==> config.mk <==
export PLATFORM = sky130hd
export DESIGN_NAME = occamy_rule_demux
export DESIGN_NICKNAME = d
export VERILOG_FILES = /design/src/rtl/occamy_rule_demux.sv
export SDC_FILE = /design/constraint.sdc
export NUM_CORES = 1
export LEC_CHECK = 0
export ABC_AREA = 1
export BUFFER_PORTS_ARGS = -buffer_cell sky130_fd_sc_hd__buf_2
export CAP_MARGIN = 40
export CELL_PAD_IN_SITES_DETAIL_PLACEMENT = 2
export CELL_PAD_IN_SITES_GLOBAL_PLACEMENT = 2
export CORE_AREA = 2 2 342 344
export CTS_CLUSTER_DIAMETER = 50
export DETAILED_ROUTE_END_ITERATION = 8
export DIE_AREA = 0 0 344 346
export GPL_TIMING_DRIVEN = 0
export PLACE_DENSITY_LB_ADDON = 0.1
export SYNTH_ARGS = -nofsm -noshare
export SYNTH_HDL_FRONTEND = slang
export SYNTH_SLANG_ARGS = --single-unit
==> constraint.sdc <==
create_clock -name clk_i -period 6.4 [get_ports clk_i]
set_input_delay 0.32 -clock clk_i [delete_from_list [all_inputs] [get_ports clk_i]]
set_output_delay 0.32 -clock clk_i [all_outputs]
set_load 0.005 [all_outputs]
==> src/rtl/occamy_rule_demux.sv <==
// Address-rule request demultiplexer with per-ID ordering, an internal error slot
// for unmapped requests, and a round-robin registered response path.
module occamy_rule_demux #(
    parameter int unsigned NumMstPorts  = 4,
    parameter int unsigned NumRules     = 4,
    parameter int unsigned AddrWidth    = 48,
    parameter int unsigned IdWidth      = 4,
    parameter int unsigned DataWidth    = 64,
    parameter int unsigned MaxTxnsPerId = 4,
    localparam int unsigned IdxW        = $clog2(NumMstPorts),
    localparam int unsigned CntW        = $clog2(MaxTxnsPerId + 1)
) (
    input  logic                             clk_i,
    input  logic                             rst_ni,
    input  logic [NumRules*AddrWidth-1:0]    rule_start_i,
    input  logic [NumRules*AddrWidth-1:0]    rule_end_i,
    input  logic [NumRules*IdxW-1:0]         rule_idx_i,
    input  logic                             en_default_i,
    input  logic [IdxW-1:0]                  default_port_i,
    input  logic                             slv_req_valid_i,
    output logic                             slv_req_ready_o,
    input  logic [AddrWidth-1:0]             slv_req_addr_i,
    input  logic [IdWidth-1:0]               slv_req_id_i,
    output logic [NumMstPorts-1:0]           mst_req_valid_o,
    input  logic [NumMstPorts-1:0]           mst_req_ready_i,
    output logic [AddrWidth-1:0]             mst_req_addr_o,
    output logic [IdWidth-1:0]               mst_req_id_o,
    input  logic [NumMstPorts-1:0]           mst_rsp_valid_i,
    output logic [NumMstPorts-1:0]           mst_rsp_ready_o,
    input  logic [NumMstPorts*IdWidth-1:0]   mst_rsp_id_i,
    input  logic [NumMstPorts*DataWidth-1:0] mst_rsp_data_i,
    input  logic [NumMstPorts-1:0]           mst_rsp_err_i,
    output logic                             slv_rsp_valid_o,
    input  logic                             slv_rsp_ready_i,
    output logic [IdWidth-1:0]               slv_rsp_id_o,
    output logic [DataWidth-1:0]             slv_rsp_data_o,
    output logic                             slv_rsp_err_o
);

    localparam int NumIds  = 1 << IdWidth;
    localparam int NumCand = NumMstPorts + 1;
    localparam int ArbW    = $clog2(NumCand);

    // Target encoding: MSB set means the internal error slot.
    logic [CntW-1:0]      cnt_q  [NumIds];
    logic [IdxW:0]        port_q [NumIds];
    logic                 err_pend_q;
    logic [IdWidth-1:0]   err_id_q;
    logic [ArbW-1:0]      rr_q;
    logic                 rsp_valid_q;
    logic [IdWidth-1:0]   rsp_id_q;
    logic [DataWidth-1:0] rsp_data_q;
    logic                 rsp_err_q;

    logic [IdxW-1:0]      tgt_port;
    logic                 tgt_err;
    logic [IdxW:0]        req_tgt;
    logic [CntW-1:0]      cur_cnt;
    logic                 stall;
    logic                 req_hs;

    logic [NumCand-1:0]   cand_valid;
    logic                 gnt_found;
    logic [ArbW-1:0]      gnt_idx;
    logic [IdWidth-1:0]   cand_id;
    logic [DataWidth-1:0] cand_data;
    logic                 cand_err;
    logic                 load_en;
    logic [NumIds-1:0]    inc_vec;
    logic [NumIds-1:0]    dec_vec;

    assign mst_req_addr_o = slv_req_addr_i;
    assign mst_req_id_o   = slv_req_id_i;

    // Later rules override earlier ones, so the highest matching index wins.
    always_comb begin
        tgt_port = default_port_i;
        tgt_err  = !en_default_i;
        for (int r = 0; r < int'(NumRules); r++) begin
            if (slv_req_addr_i >= rule_start_i[r*AddrWidth +: AddrWidth] &&
                slv_req_addr_i <  rule_end_i[r*AddrWidth +: AddrWidth]) begin
                tgt_port = rule_idx_i[r*IdxW +: IdxW];
                tgt_err  = 1'b0;
            end
        end
    end

    assign req_tgt = {tgt_err, tgt_port};
    assign cur_cnt = cnt_q[slv_req_id_i];
    assign stall   = (cur_cnt != '0 && port_q[slv_req_id_i] != req_tgt) ||
                     (cur_cnt == CntW'(MaxTxnsPerId));

    always_comb begin
        mst_req_valid_o = '0;
        slv_req_ready_o = 1'b0;
        if (rst_ni && slv_req_valid_i && !stall) begin
            if (tgt_err) begin
                slv_req_ready_o = !err_pend_q;
            end else begin
                for (int p = 0; p < int'(NumMstPorts); p++) begin
                    if (tgt_port == IdxW'(p)) begin
                        mst_req_valid_o[p] = 1'b1;
                        slv_req_ready_o    = mst_req_ready_i[p];
                    end
                end
            end
        end
    end

    assign req_hs = slv_req_valid_i && slv_req_ready_o;

    assign cand_valid = {err_pend_q, mst_rsp_valid_i};

    always_comb begin
        gnt_found = 1'b0;
        gnt_idx   = '0;
        for (int j = 0; j < NumCand; j++) begin
            if (!gnt_found && cand_valid[(int'(rr_q) + j) % NumCand]) begin
                gnt_found = 1'b1;
                gnt_idx   = ArbW'((int'(rr_q) + j) % NumCand);
            end
        end
    end

    // Defaults describe the error slot; a real port overrides them.
    always_comb begin
        cand_id   = err_id_q;
        cand_data = '0;
        cand_err  = 1'b1;
        for (int i = 0; i < int'(NumMstPorts); i++) begin
            if (gnt_idx == ArbW'(i)) begin
                cand_id   = mst_rsp_id_i[i*IdWidth +: IdWidth];
                cand_data = mst_rsp_data_i[i*DataWidth +: DataWidth];
                cand_err  = mst_rsp_err_i[i];
            end
        end
    end

    assign load_en = rst_ni && gnt_found && (!rsp_valid_q || slv_rsp_ready_i);

    always_comb begin
        mst_rsp_ready_o = '0;
        for (int i = 0; i < int'(NumMstPorts); i++) begin
            mst_rsp_ready_o[i] = load_en && (gnt_idx == ArbW'(i));
        end
    end

    always_comb begin
        inc_vec = '0;
        dec_vec = '0;
        for (int i = 0; i < NumIds; i++) begin
            inc_vec[i] = req_hs && (slv_req_id_i == IdWidth'(i));
            dec_vec[i] = load_en && (cand_id == IdWidth'(i));
        end
    end

    always_ff @(posedge clk_i) begin
        if (!rst_ni) begin
            for (int i = 0; i < NumIds; i++) begin
                cnt_q[i]  <= '0;
                port_q[i] <= '0;
            end
            err_pend_q  <= 1'b0;
            err_id_q    <= '0;
            rr_q        <= '0;
            rsp_valid_q <= 1'b0;
            rsp_id_q    <= '0;
            rsp_data_q  <= '0;
            rsp_err_q   <= 1'b0;
        end else begin
            // Simultaneous inc/dec cancels; a stray response never underflows.
            for (int i = 0; i < NumIds; i++) begin
                if (inc_vec[i]) port_q[i] <= req_tgt;
                if (inc_vec[i] && !dec_vec[i]) begin
                    cnt_q[i] <= cnt_q[i] + 1'b1;
                end else if (!inc_vec[i] && dec_vec[i] && cnt_q[i] != '0) begin
                    cnt_q[i] <= cnt_q[i] - 1'b1;
                end
            end
            if (load_en && gnt_idx == ArbW'(NumMstPorts)) err_pend_q <= 1'b0;
            if (req_hs && tgt_err) begin
                err_pend_q <= 1'b1;
                err_id_q   <= slv_req_id_i;
            end
            if (load_en) begin
                rr_q        <= (gnt_idx == ArbW'(NumMstPorts)) ? '0 : gnt_idx + 1'b1;
                rsp_valid_q <= 1'b1;
                rsp_id_q    <= cand_id;
                rsp_data_q  <= cand_data;
                rsp_err_q   <= cand_err;
            end else if (slv_rsp_ready_i) begin
                rsp_valid_q <= 1'b0;
            end
        end
    end

    assign slv_rsp_valid_o = rsp_valid_q;
    assign slv_rsp_id_o    = rsp_id_q;
    assign slv_rsp_data_o  = rsp_data_q;
    assign slv_rsp_err_o   = rsp_err_q;

endmodule

# Yosys cells after proc, flatten, opt, wreduce, memory -nomap -nowiden
# Memories as Yosys holds them, arrays and structs flattened.
# Index checks and enable logic that the tools add are counted.
# W data, S select, Z words.
# word_totals
ram_bits	96
n_memories	2
regBits	78
out_inout_bits	131
romBits	0
latchBits	0
# mem_list
memory	words	width	read_ports	rd_clocked_by_memory_dff	write_ports	line	rtl
cnt_q	16	3	17	0	16	45	logic [CntW-1:0] cnt_q [NumIds];
port_q	16	3	1	0	16	46	logic [IdxW:0] port_q [NumIds];
# op_classes
n_lt_le_gt_ge	13
bitwise	48
multipliers	0
div_mod_pow	5
n_addsub	37
n_mux	271
n_reduce_logical	165
eq_ne	39
shifts	0
# ops
op	n
$mux W64	4
$mux W1	198
$ge A48 B48 Y1	4
$lt A48 B48 Y1	4
$mux W3	54
$lt A32 B5 Y1 const B	5
$mod A32 B4 Y32 const B	4
$logic_and A1 B1 Y1	100
$eq A4 B4 Y1 const B	16
$add A3 B1 Y3 const B	17
$reduce_bool A3 Y1	17
$or A1 B1 Y1	48
$sub A3 B1 Y3 const B	16
$logic_not A1 Y1	40
$eq A4 B3 Y1 const B	8
$mod A4 B4 Y32 const B	1
$mux W4	6
$eq A4 B2 Y1 const B	4
$bmux W1 S3	5
$add A3 B2 Y4 const B	2
$eq A4 B1 Y1 const B	2
$logic_not A4 Y1	2
$mux W2	4
$eq A3 B2 Y1 const B	2
11 further kinds	15

# Depth between registers and ports, before layout
# Gate-level depths: netlist of the first run.
# logic_depth
depth_word	31
depth_mapped	43
ltp_nobuf	42

# Worst setup path after synthesis of the first run
# No wires, ideal clock.
# synth_path
kind	register -> register
startpoint	register rr_q[0]
endpoint	memory cnt_q[0][2] (netlist bit) (data pin)
setup_slack_ns	0.848
path_buffers	1
arrival_ns	5.303
stages_incl_launch_ff	40
path_cell_list	dfxtp_1 inv_2 ha_1 clkinv_1 ha_1 nor2_1 nand2_1 nand2_1 xor2_1 ha_1 inv_1 o21ai_2 nand2_1 nand2_1 nand2_1 nand2_1 nand3_1 nand3_1 (+4 left out) inv_1 ha_1 clkbuf_1 nand3_2 nand2_1 nand3_1 nand2_2 nand2_1 nand2_4 nor2_1 nand3_2 inv_2 nand3_4 fa_1 xnor2_1 nand4_1 nand2_1 inv_1
# synth_rtl
item	line	rtl
start, declared	49	logic [ArbW-1:0] rr_q;
start signal, assigned	186	rr_q <= (gnt_idx == ArbW'(NumMstPorts)) ? '0 : gnt_idx + 1'b1;
end, declared	45	

==> results of run 1 <==
-- per-layer routing --
layer  global-route usage [%]  up-vias
met3                     6.48      221
met2                     38.3      635
li1                         -    12600
met4                     7.62       78
met5                        0        -
met1                     24.4    12200
-- worst max-delay path: cells and delay by family, from the launching register on --
family / cells / cell delay [ns]
AO/OA/AOI/OAI: 3 / 0.34
XOR/XNOR: 2 / 0.33
adder cells (fa/ha/maj): 6 / 1.37
buffers and inverters: 11 / 1.31
flip-flops: 1 / 0.41
AND/OR/NAND/NOR: 19 / 1.98
-- sequential cells by signal, summed over array words and instances, names as in the netlist --
name and cells:
slv_rsp_valid_o 1, cnt_q 48, slv_rsp_data_o 64, rr_q 3
err_pend_q 1, slv_rsp_id_o 4, err_id_q 4, port_q 48
slv_rsp_err_o 1
-- synthesized netlist by cell type (10+ instances only) --
library cell	number
nand2_2	13
buf_1	14
o221ai_1	66
nand3_1	111
clkbuf_1	64
o22ai_1	88
o21a_1	14
fa_1	15
xor2_1	14
dfxtp_1	78
nor3_1	22
o211ai_1	16
nand4_1	49
nand2_1	698
a31oi_1	64
a22oi_1	12
inv_1	663
nor2_1	198
o21ai_1	10
edfxtp_1	96
ha_1	406
buf_4	52
nand3b_1	10
o21ai_0	97
a21oi_1	240
-- power by group --
part / switching, mW / internal [mW]
logic: 9.09 / 4.42
clock network: 0.498 / 0.574
registers: 0.198 / 1.60
-- per-stage QoR --
stage	power [mW]	area, sq um	setup TNS [ns]	hold WS, ns
2_1_floorplan	9.25	22200	0	0.430
6_report	16.4	29900	0	0.125
3_3_place_gp	13.8	28400	-89.85	0.457
3_5_place_dp	13.9	28400	-101.74	0.457
5_1_grt	18.0	29800	-0.679	0.107
4_1_cts	15.7	29300	0	0.0944
-- cells in the final DEF, fill, tap and decap left out, types with 75 or more instances in the layout --
cell      synthesis  routed
o21ai_0          97      95
o22ai_1          88      88
nand3_1         111     108
a21oi_1         240     239
buf_4            52      81
ha_1            406     399
buf_2             6     872
edfxtp_1         96      96
nand2_1         698     688
nor2_1          198     195
dfxtp_1          78      75
inv_1           663     661
-- kinds of logic after synthesis --
logic type / Yosys count / synth area share [%]
buffers and inverters: 813 / 14.8
adders and majority gates: 421 / 24.3
xor gates and xnor gates: 23 / 0.994
DFF: 174 / 20.1
AOI/OAI and AO/OA: 630 / 17.1
and+or+nand+nor: 1149 / 22.5
muxes: 7 / 0.316
-- layout make-up --
type | count | share of cell area [%]
antenna | 57 | 0.478
sequential | 174 | 14.9
clock buffer | 22 | 1.73
clock inverter | 10 | 0.189
buffer | 135 | 2.46
timing repair buffer | 902 | 15.6
multi-input combinational | 2230 | 49.6
inverter | 675 | 8.59
tap | 1524 | 6.39
-- final timing paths --
| check | slack, ns | end | startpoint | cells past startpoint |
|---|---|---|---|---|
| setup / recovery | 0.40 | cnt_q[12][2]$_SDFFCE_PN0P_ | rr_q[1]$_SDFFE_PN0P_ | 41 |
| setup reg to reg | 0.40 | cnt_q[12][2]$_SDFFCE_PN0P_ | rr_q[1]$_SDFFE_PN0P_ | 41 |
| hold reg to reg | 0.47 | err_id_q[2]$_SDFFE_PN0P_ | err_id_q[2]$_SDFFE_PN0P_ | 2 |
| hold / removal | 0.13 | slv_rsp_data_o[31]$_SDFFE_PN0P_ | mst_rsp_data_i[159] | 3 |
-- repair_timing --
item | 4_1_cts | 5_1_grt
buffers inserted | 16 | 18
hold endpoints to repair | 0 | 0
gates resized for setup | 37 | 63
pin swaps | 12 | 26
endpoints found under the setup margin | 159 | 90
==> impl_metrics.tcl, run 1 <==
set metrics [dict create \
    endpoint_kind "flop" \
    fin_crit_sh_pct 93.7 \
    avgSynthCellArea_sq_um 6.89 \
    multi_input_area_sq_mm 0.0148 \
    pre_cts_ws_ns -1.25 \
    drcViolationCount 0 \
    area_growth_pct 34.8 \
    synth_nets 4373 \
    routed_via_density 4.49 \
    drtPass1Iterations 7 \
    ant_nets 0 \
    rows 125 \
    worst_slack_ns 0.400 \
    async_flop_share_pct 0 \
    wl_microns 132000 \
    die_y_microns 346 \
    cp_data_arrival_time_ns 6.22 \
    cts_buffers 17 \
    p_leak_nw 16.2 \
    yosys.cell_types.count 58 \
    tightest_slew_ns 0.889 \
    clock_latency_ns 0.46 \
    met1_length_microns 52000 \
    dp_hpwl_microns 115000 \
    crit_required_ns 6.62 \
    synthTopCellsByArea "ha_1 (23%), edfxtp_1 (13%), nand2_1 (12%)" \
    synth_enable_flop_cells 96 \
    wl_met3_microns 9200 \
    synthFlopType "edfxtp_1" \
    cts_max_path_buffers 2 \
    seq_area_sq_mm 0.00446 \
    worstHoldPathType "primary input to flop" \
    setup_viol 0 \
    cts_hold_buf 0 \
    path_clk_slew_ns 0.07 \
    cts_root_buf "clkbuf_16" \
    cts_tree "yes" \
    overflow 0 \
    hold_viol 0 \
    place_congestion 0.839 \
    wl_per_cell_microns 23.0 \
    io_pins 866 \
    synth_warnings 0 \
    start_util_pct 19.2 \
    highest_layer "met5" \
    grt_max_degree 17 \
    grt_antenna_before_repair 120 \
    die_x_microns 344 \
    yosysTopAreaCellShare_pct 22.9 \
    dpl.cell_count 5609 \
    final_core_util_pct 25.9 \
    htreeDepth 4 \
    track_usage_pct 21.7 \
    cts_sinks 174 \
    skew_ns 0.0119 \
    yosys.area.top_type "ha_1" \
    maxCapViolCount 0 \
    start_kind "flop" \
    p_per_area_mw_per_mm2 548 \
    synth_cells 3217 \
    coreArea_sq_mm 0.115 \
    post-route-min-period_ns 6.00 \
    critPathMostFrequentCell "nand2_1" \
    vdd_drop_max_mv 0.419 \
    dr_wl_met2_microns 65600 \
    slowest_delay_ns 0.41 \
    numPortBuffers 865 \
    slew_violations 0 \
    synth_seq_area_share_pct 20.1 \
    fillerInstances 14100 \
    worst-setup-path-type "flop to flop" \
    synth-seq-cells 174 \
    syn_area_sq_mm 0.0222 \
    drive_gt1_share_pct 26.8 \
    slew_headroom_pct 40.7 \
    die_area_sq_mm 0.119 \
    fin_cells 5729 \
    worst_path_max_delay_cell "dfxtp_4" \
    vias 25700 \
    max_freq_mhz 167 \
    status "finished clean" \
    grt_pass1_vias 27800 \
    cp_max_fo 9 \
    drt_iter0_markers 792 \
    grt_pass1_wl_microns 187000 \
    final_nets 5291 \
]
Note: power is estimated with default switching activity, not from simulation.
==> run 2, diff against run 1 <==
--- a/config.mk
+++ b/config.mk
@@ -7,13 +7,13 @@
 export LEC_CHECK = 0
 export ABC_AREA = 1
 export BUFFER_PORTS_ARGS = -buffer_cell sky130_fd_sc_hd__buf_2
-export CAP_MARGIN = 40
+export CAP_MARGIN = 20
 export CELL_PAD_IN_SITES_DETAIL_PLACEMENT = 2
 export CELL_PAD_IN_SITES_GLOBAL_PLACEMENT = 2
-export CORE_AREA = 2 2 342 344
+export CORE_AREA = 4 4 332 334
 export CTS_CLUSTER_DIAMETER = 50
 export DETAILED_ROUTE_END_ITERATION = 8
-export DIE_AREA = 0 0 344 346
+export DIE_AREA = 0 0 336 338
 export GPL_TIMING_DRIVEN = 0
 export PLACE_DENSITY_LB_ADDON = 0.1
 export SYNTH_ARGS = -nofsm -noshare
==> constraint.sdc (replaced) <==
create_clock -name clk_i -period 7.2 [get_ports clk_i]
set_input_delay 0.36 -clock clk_i [delete_from_list [all_inputs] [get_ports clk_i]]
set_output_delay 0.36 -clock clk_i [all_outputs]
set_load 0.005 [all_outputs]
==> run 2 against run 1 <==
Highest routed layer unchanged; via count is essentially flat; count of clock-buffer cells in the layout down 5; critical endpoint is now cnt_q[15][2]$_SDFFCE_PN0P_; register-to-register slack gained 0.33 ns; core utilization increased by 1.2 points.
==> impl_metrics.tcl, run 2 (synthesis results as in run 1) <==
set metrics [dict create \
    status "finished clean" \
    routed_via_density 4.62 \
    cts_max_path_buffers 2 \
    dp_hpwl_microns 118000 \
    cts_hold_buf 0 \
    seq_area_sq_mm 0.00445 \
    overflow 0 \
    skew_ns 0.0153 \
    grt_pass1_vias 27500 \
    maxCapViolCount 0 \
    drive_gt1_share_pct 25.1 \
    p_per_area_mw_per_mm2 445 \
    p_leak_nw 15.9 \
    cp_data_arrival_time_ns 6.71 \
    track_usage_pct 22.9 \
    start_util_pct 20.7 \
    cts_root_buf "clkbuf_16" \
    p_comb_share_pct 80.4 \
    drcViolationCount 0 \
    p_seq_share_pct 12.5 \
    layout_common_cells "buf_2 (871), nand2_1 (698), inv_1 (662)" \
    critPathMostFrequentCell "nand2_1" \
    max_freq_mhz 154 \
    pre_cts_ws_ns -0.0373 \
    layout_commonest_cell "buf_2" \
    start_kind "flop" \
    worst_path_max_delay_cell "dfxtp_2" \
    area_growth_pct 30.8 \
    worst_slack_ns 0.727 \
    rows 120 \
    largest_reg_flops 64 \
    worst-setup-path-type "flop to flop" \
    slew_headroom_pct 34.1 \
    fin_setup_tns_ns 0 \
    place_congestion 0.852 \
    cp_max_fo 12 \
    grt_max_degree 17 \
    dpl.cell_count 5485 \
    crit_required_ns 7.43 \
    endpoint_kind "flop" \
    grt_pass1_wl_microns 189000 \
    vdd_drop_max_mv 0.406 \
    fin_cells 5572 \
    path_clk_slew_ns 0.08 \
    tightest_slew_ns 0.984 \
    drtPass1Iterations 5 \
    wl_per_cell_microns 24.0 \
    setup_viol 0 \
    drt_iter0_markers 989 \
    die_y_microns 338 \
    wl_microns 134000 \
    cts_tree "yes" \
    slowest_delay_ns 0.46 \
    clock_latency_ns 0.48 \
    p_sw_mw 7.97 \
    hold_viol 0 \
    grtUsageMet3_pct 6.75 \
    multi_input_area_sq_mm 0.0145 \
    slew_violations 0 \
    ant_nets 0 \
    met2_usage_pct 42.7 \
    power.internal_mw 4.92 \
    die_x_microns 336 \
    placed_area_sq_mm 0.0282 \
    htreeDepth 4 \
    final_core_util_pct 27.1 \
    cts_sinks 174 \
    coreArea_sq_mm 0.107 \
    grt_antenna_before_repair 137 \
    swShare_pct 61.8 \
    cts_buffers 17 \
    fin_crit_sh_pct 89.9 \
    vias 25700 \
    post-route-min-period_ns 6.47 \
    numPortBuffers 865 \
    worstHoldPathType "primary input to flop" \
    grt_busiest_layer "met2" \
    final_nets 5260 \
    die_area_sq_mm 0.114 \
    p_clk_share_pct 7.2 \
    io_pins 866 \
    fillerInstances 13100 \
    fin_area_sq_mm 0.0290 \
    grt_use_met1_pct 26.0 \
]
[run 2: cell types whose count changed in the layout (fill, tap and decap cells not counted), sizes merged]
cell / previous run / this run
buf: 974 / 944
clkinvlp: 1 / 3
clkbuf: 84 / 79
clkinv: 9 / 11
diode: 57 / 52
inv: 675 / 676
clkdlybuf4s18: 1 / 0
[run 2: repair_timing]
action | 4_1_cts | 5_1_grt
resized for setup | 3 | 13
pin swaps | 0 | 1
hold endpoints to repair | 0 | 0
buffers inserted | 0 | 5
setup endpoints to repair | 8 | 57
[run 2: layout make-up]
cell class              count  share of cell area [%]
inverters                 675                    8.77
plain buffers             136                    2.52
repair buffers            870                    15.1
flip-flops and latches    174                    15.3
diodes                     52                   0.449
well taps                1403                    6.06
clock inverters            15                   0.388
clock buffers              17                    1.47
multi-input cells        2230                    49.9
[run 2: through the flow]
step / power [mW] / hold slack [ns]
floorplan: 8.22 / 0.430
global placement: 11.9 / 0.454
detailed placement: 11.9 / 0.453
CTS: 13.0 / 0.119
global route: 14.3 / 0.135
finish: 12.9 / 0.153
[run 2: critical path: cells and delay by family, from the launching register on]
kind / cells / cell delay (ns)
xor+xnor: 2 / 0.39
buf+inv: 5 / 0.64
fa+ha+maj: 5 / 1.74
compound gates: 3 / 0.36
simple gates: 21 / 2.63
flops: 1 / 0.46
[run 2: worst paths after layout]
kind,start,endpoint,slack (ns),cells past startpoint
worst max-delay path,rr_q[0]$_SDFFE_PN0P_,cnt_q[15][2]$_SDFFCE_PN0P_,0.73,36
worst min-delay path,mst_rsp_data_i[175],slv_rsp_data_o[47]$_SDFFE_PN0P_,0.15,3
worst max register to register,rr_q[0]$_SDFFE_PN0P_,cnt_q[15][2]$_SDFFCE_PN0P_,0.73,36
worst min register to register,err_id_q[1]$_SDFFE_PN0P_,err_id_q[1]$_SDFFE_PN0P_,0.46,2
[run 2: power groups by stage]
stage               logic [mW]  registers, mW  clock network (mW)
floorplan                 6.65           1.58                   0
global placement          10.3           1.62                   0
detailed placement        10.3           1.63                   0
CTS                       10.4           1.61               0.955
global route              11.6           1.64               0.997
finish                    10.4           1.61               0.922
[run 2: layer usage]
metal / vias up / routed length [microns]
met2: 663 / 67400
met3: 244 / 8890
met1: 12200 / 53700
met4: 86 / 3020
li1: 12500 / -
met5: - / 540
==> run 3, diff against run 2 <==
--- a/config.mk
+++ b/config.mk
@@ -7,13 +7,14 @@
 export LEC_CHECK = 0
 export ABC_AREA = 1
 export BUFFER_PORTS_ARGS = -buffer_cell sky130_fd_sc_hd__buf_2
-export CAP_MARGIN = 20
+export CAP_MARGIN = 5
 export CELL_PAD_IN_SITES_DETAIL_PLACEMENT = 2
 export CELL_PAD_IN_SITES_GLOBAL_PLACEMENT = 2
-export CORE_AREA = 4 4 332 334
+export CORE_AREA = 4 4 336 338
+export CTS_BUF_LIST = sky130_fd_sc_hd__clkbuf_8
 export CTS_CLUSTER_DIAMETER = 50
 export DETAILED_ROUTE_END_ITERATION = 8
-export DIE_AREA = 0 0 336 338
+export DIE_AREA = 0 0 340 342
 export GPL_TIMING_DRIVEN = 0
 export PLACE_DENSITY_LB_ADDON = 0.1
 export SYNTH_ARGS = -nofsm -noshare
==> run 3 against run 2 <==
Design area is 0.38% higher; combinational power hardly changed; highest routed layer unchanged; power is 0.63% higher; clock power is 11% lower; critical path depth is 1 higher; sequential share of layout area is 0.058 points lower; register-to-register slack better by 0.02 ns; wire length is 0.19% higher.
==> impl_metrics.tcl, run 3 (synthesis results as in run 1) <==
set metrics [dict create \
    status "finished clean" \
    swShare_pct 61.3 \
    cts_tree "yes" \
    rows 122 \
    maxCapViolCount 0 \
    fillerInstances 13600 \
    cp_max_fo 9 \
    io_pins 866 \
    p_clk_share_pct 6.3 \
    track_usage_pct 22.2 \
    cp_data_arrival_time_ns 6.74 \
    multi_input_area_sq_mm 0.0145 \
    crit_start "rr_q[1]$_SDFFE_PN0P_" \
    slew_violations 0 \
    highest_layer "met5" \
    die_x_microns 340 \
    wl_per_cell_microns 23.6 \
    power_mw 13.0 \
    r2r_start "rr_q[1]$_SDFFE_PN0P_" \
    clock_latency_ns 0.53 \
    worst_slack_ns 0.745 \
    area_growth_pct 31.3 \
    seq_area_sq_mm 0.00445 \
    p_per_area_mw_per_mm2 446 \
    cts_root_buf "clkbuf_8" \
    start_kind "flop" \
    coreArea_sq_mm 0.110 \
    worst_path_max_delay_cell "dfxtp_2" \
    dp_hpwl_microns 118000 \
    worstHoldPathType "primary input to flop" \
    cts_max_path_buffers 2 \
    tightest_slew_ns 1.16 \
    numPortBuffers 865 \
    grt_antenna_before_repair 149 \
    wl_met3_microns 9180 \
    start_util_pct 20.1 \
    overflow 0 \
    routed_via_density 4.55 \
    final_nets 5262 \
    cts_sinks 174 \
    place_congestion 0.842 \
    post-route-min-period_ns 6.45 \
    hp-start "mst_rsp_data_i[167]" \
    wl_microns 134000 \
    die_area_sq_mm 0.116 \
    cts_buffers 17 \
    grt_pass1_wl_microns 190000 \
    grt_max_degree 19 \
    crit_required_ns 7.48 \
    critPathMostFrequentCell "nand2_1" \
    setup_viol 0 \
    slowest_delay_ns 0.46 \
    layout_commonest_cell "buf_2" \
    drt_iter0_markers 807 \
    worst-setup-path-type "flop to flop" \
    slew_headroom_pct 22.3 \
    p_sw_mw 7.95 \
    pre_cts_ws_ns -0.0834 \
    rsz0062_at_grt "false" \
    hold_viol 0 \
    drtPass1Iterations 5 \
    fin_crit_sh_pct 89.6 \
    skew_ns 0.0393 \
    drcViolationCount 0 \
    p_comb_share_pct 81.4 \
    met1_length_microns 53700 \
    max_freq_mhz 155 \
    drive_gt1_share_pct 25.2 \
    vias 25800 \
    htreeDepth 4 \
    path_clk_slew_ns 0.13 \
    p_seq_share_pct 12.3 \
    ant_nets 0 \
    layout_common_cells "buf_2 (871), nand2_1 (698), inv_1 (662)" \
    endpoint_kind "flop" \
    grt_pass1_vias 27700 \
    dr_wl_met2_microns 67700 \
    fin_setup_tns_ns 0 \
    final_core_util_pct 26.4 \
    power.internal_mw 5.02 \
    die_y_microns 342 \
    vdd_drop_max_mv 0.334 \
    largest_reg_flops 64 \
    p_leak_nw 15.9 \
]
-- run 3: worst max-delay path: cells and delay by family (launching register included) --
kind / cells / cell delay, ns
xor gates and xnor gates: 2 / 0.38
adders and majority gates: 6 / 1.75
AOI/OAI and AO/OA: 4 / 0.71
and+or+nand+nor: 19 / 2.08
buffers and inverters: 6 / 0.85
DFF: 1 / 0.46
-- run 3: path summary, 6_finish.rpt --
kind / to / slack [ns] / depth (start not counted)
worst min-delay path: slv_rsp_data_o[39]$_SDFFE_PN0P_ / 0.09 / 3
worst max-delay path: cnt_q[15][2]$_SDFFCE_PN0P_ / 0.75 / 37
worst max register to register: cnt_q[15][2]$_SDFFCE_PN0P_ / 0.75 / 37
worst min register to register: slv_rsp_id_o[1]$_SDFFE_PN0P_ / 0.47 / 2
-- run 3: area by class of cell --
| cell class | instances | share of cell area, % |
|---|---|---|
| Timing Repair Buffer | 872 | 15.2 |
| Clock inverter | 14 | 0.658 |
| Tap cell | 1488 | 6.40 |
| Inverter | 675 | 8.73 |
| Clock buffer | 18 | 0.851 |
| Antenna cell | 60 | 0.516 |
| Multi-Input combinational cell | 2230 | 49.8 |
| Sequential cell | 174 | 15.3 |
| Buffer | 136 | 2.51 |
-- run 3: power groups by stage --
| stage | Combinational, mW | Sequential, mW | Clock [mW] |
|---|---|---|---|
| 2_1_floorplan | 6.65 | 1.58 | 0 |
| 3_3_place_gp | 10.2 | 1.61 | 0 |
| 3_5_place_dp | 10.3 | 1.62 | 0 |
| 4_1_cts | 10.4 | 1.60 | 0.844 |
| 5_1_grt | 11.8 | 1.63 | 0.875 |
| 6_report | 10.6 | 1.60 | 0.818 |
-- run 3: what timing repair did --
item,in CTS,in global routing
hold buffers,0,0
resized for setup,2,19
pin swaps,0,6
buffers inserted,0,7
endpoints found under the setup margin,2,85
-- run 3: per-layer routing --
metal / GRT usage, % / vias to the layer above
li1: - / 12500
met1: 25.2 / 12300
met2: 41.4 / 613
met3: 6.88 / 214
met4: 3.70 / 88
met5: 0 / -
-- run 3: through the flow --
stage / cell area [sq um] / hold WS, ns / cells
final: 29100 / 0.0906 / 5667
after global routing: 29000 / 0.0767 / 5633
after CTS: 28800 / 0.0455 / 5601
after detailed placement: 28400 / 0.462 / 5570
after global placement: 28400 / 0.455 / 5570
after floorplan: 22200 / 0.430 / 3217
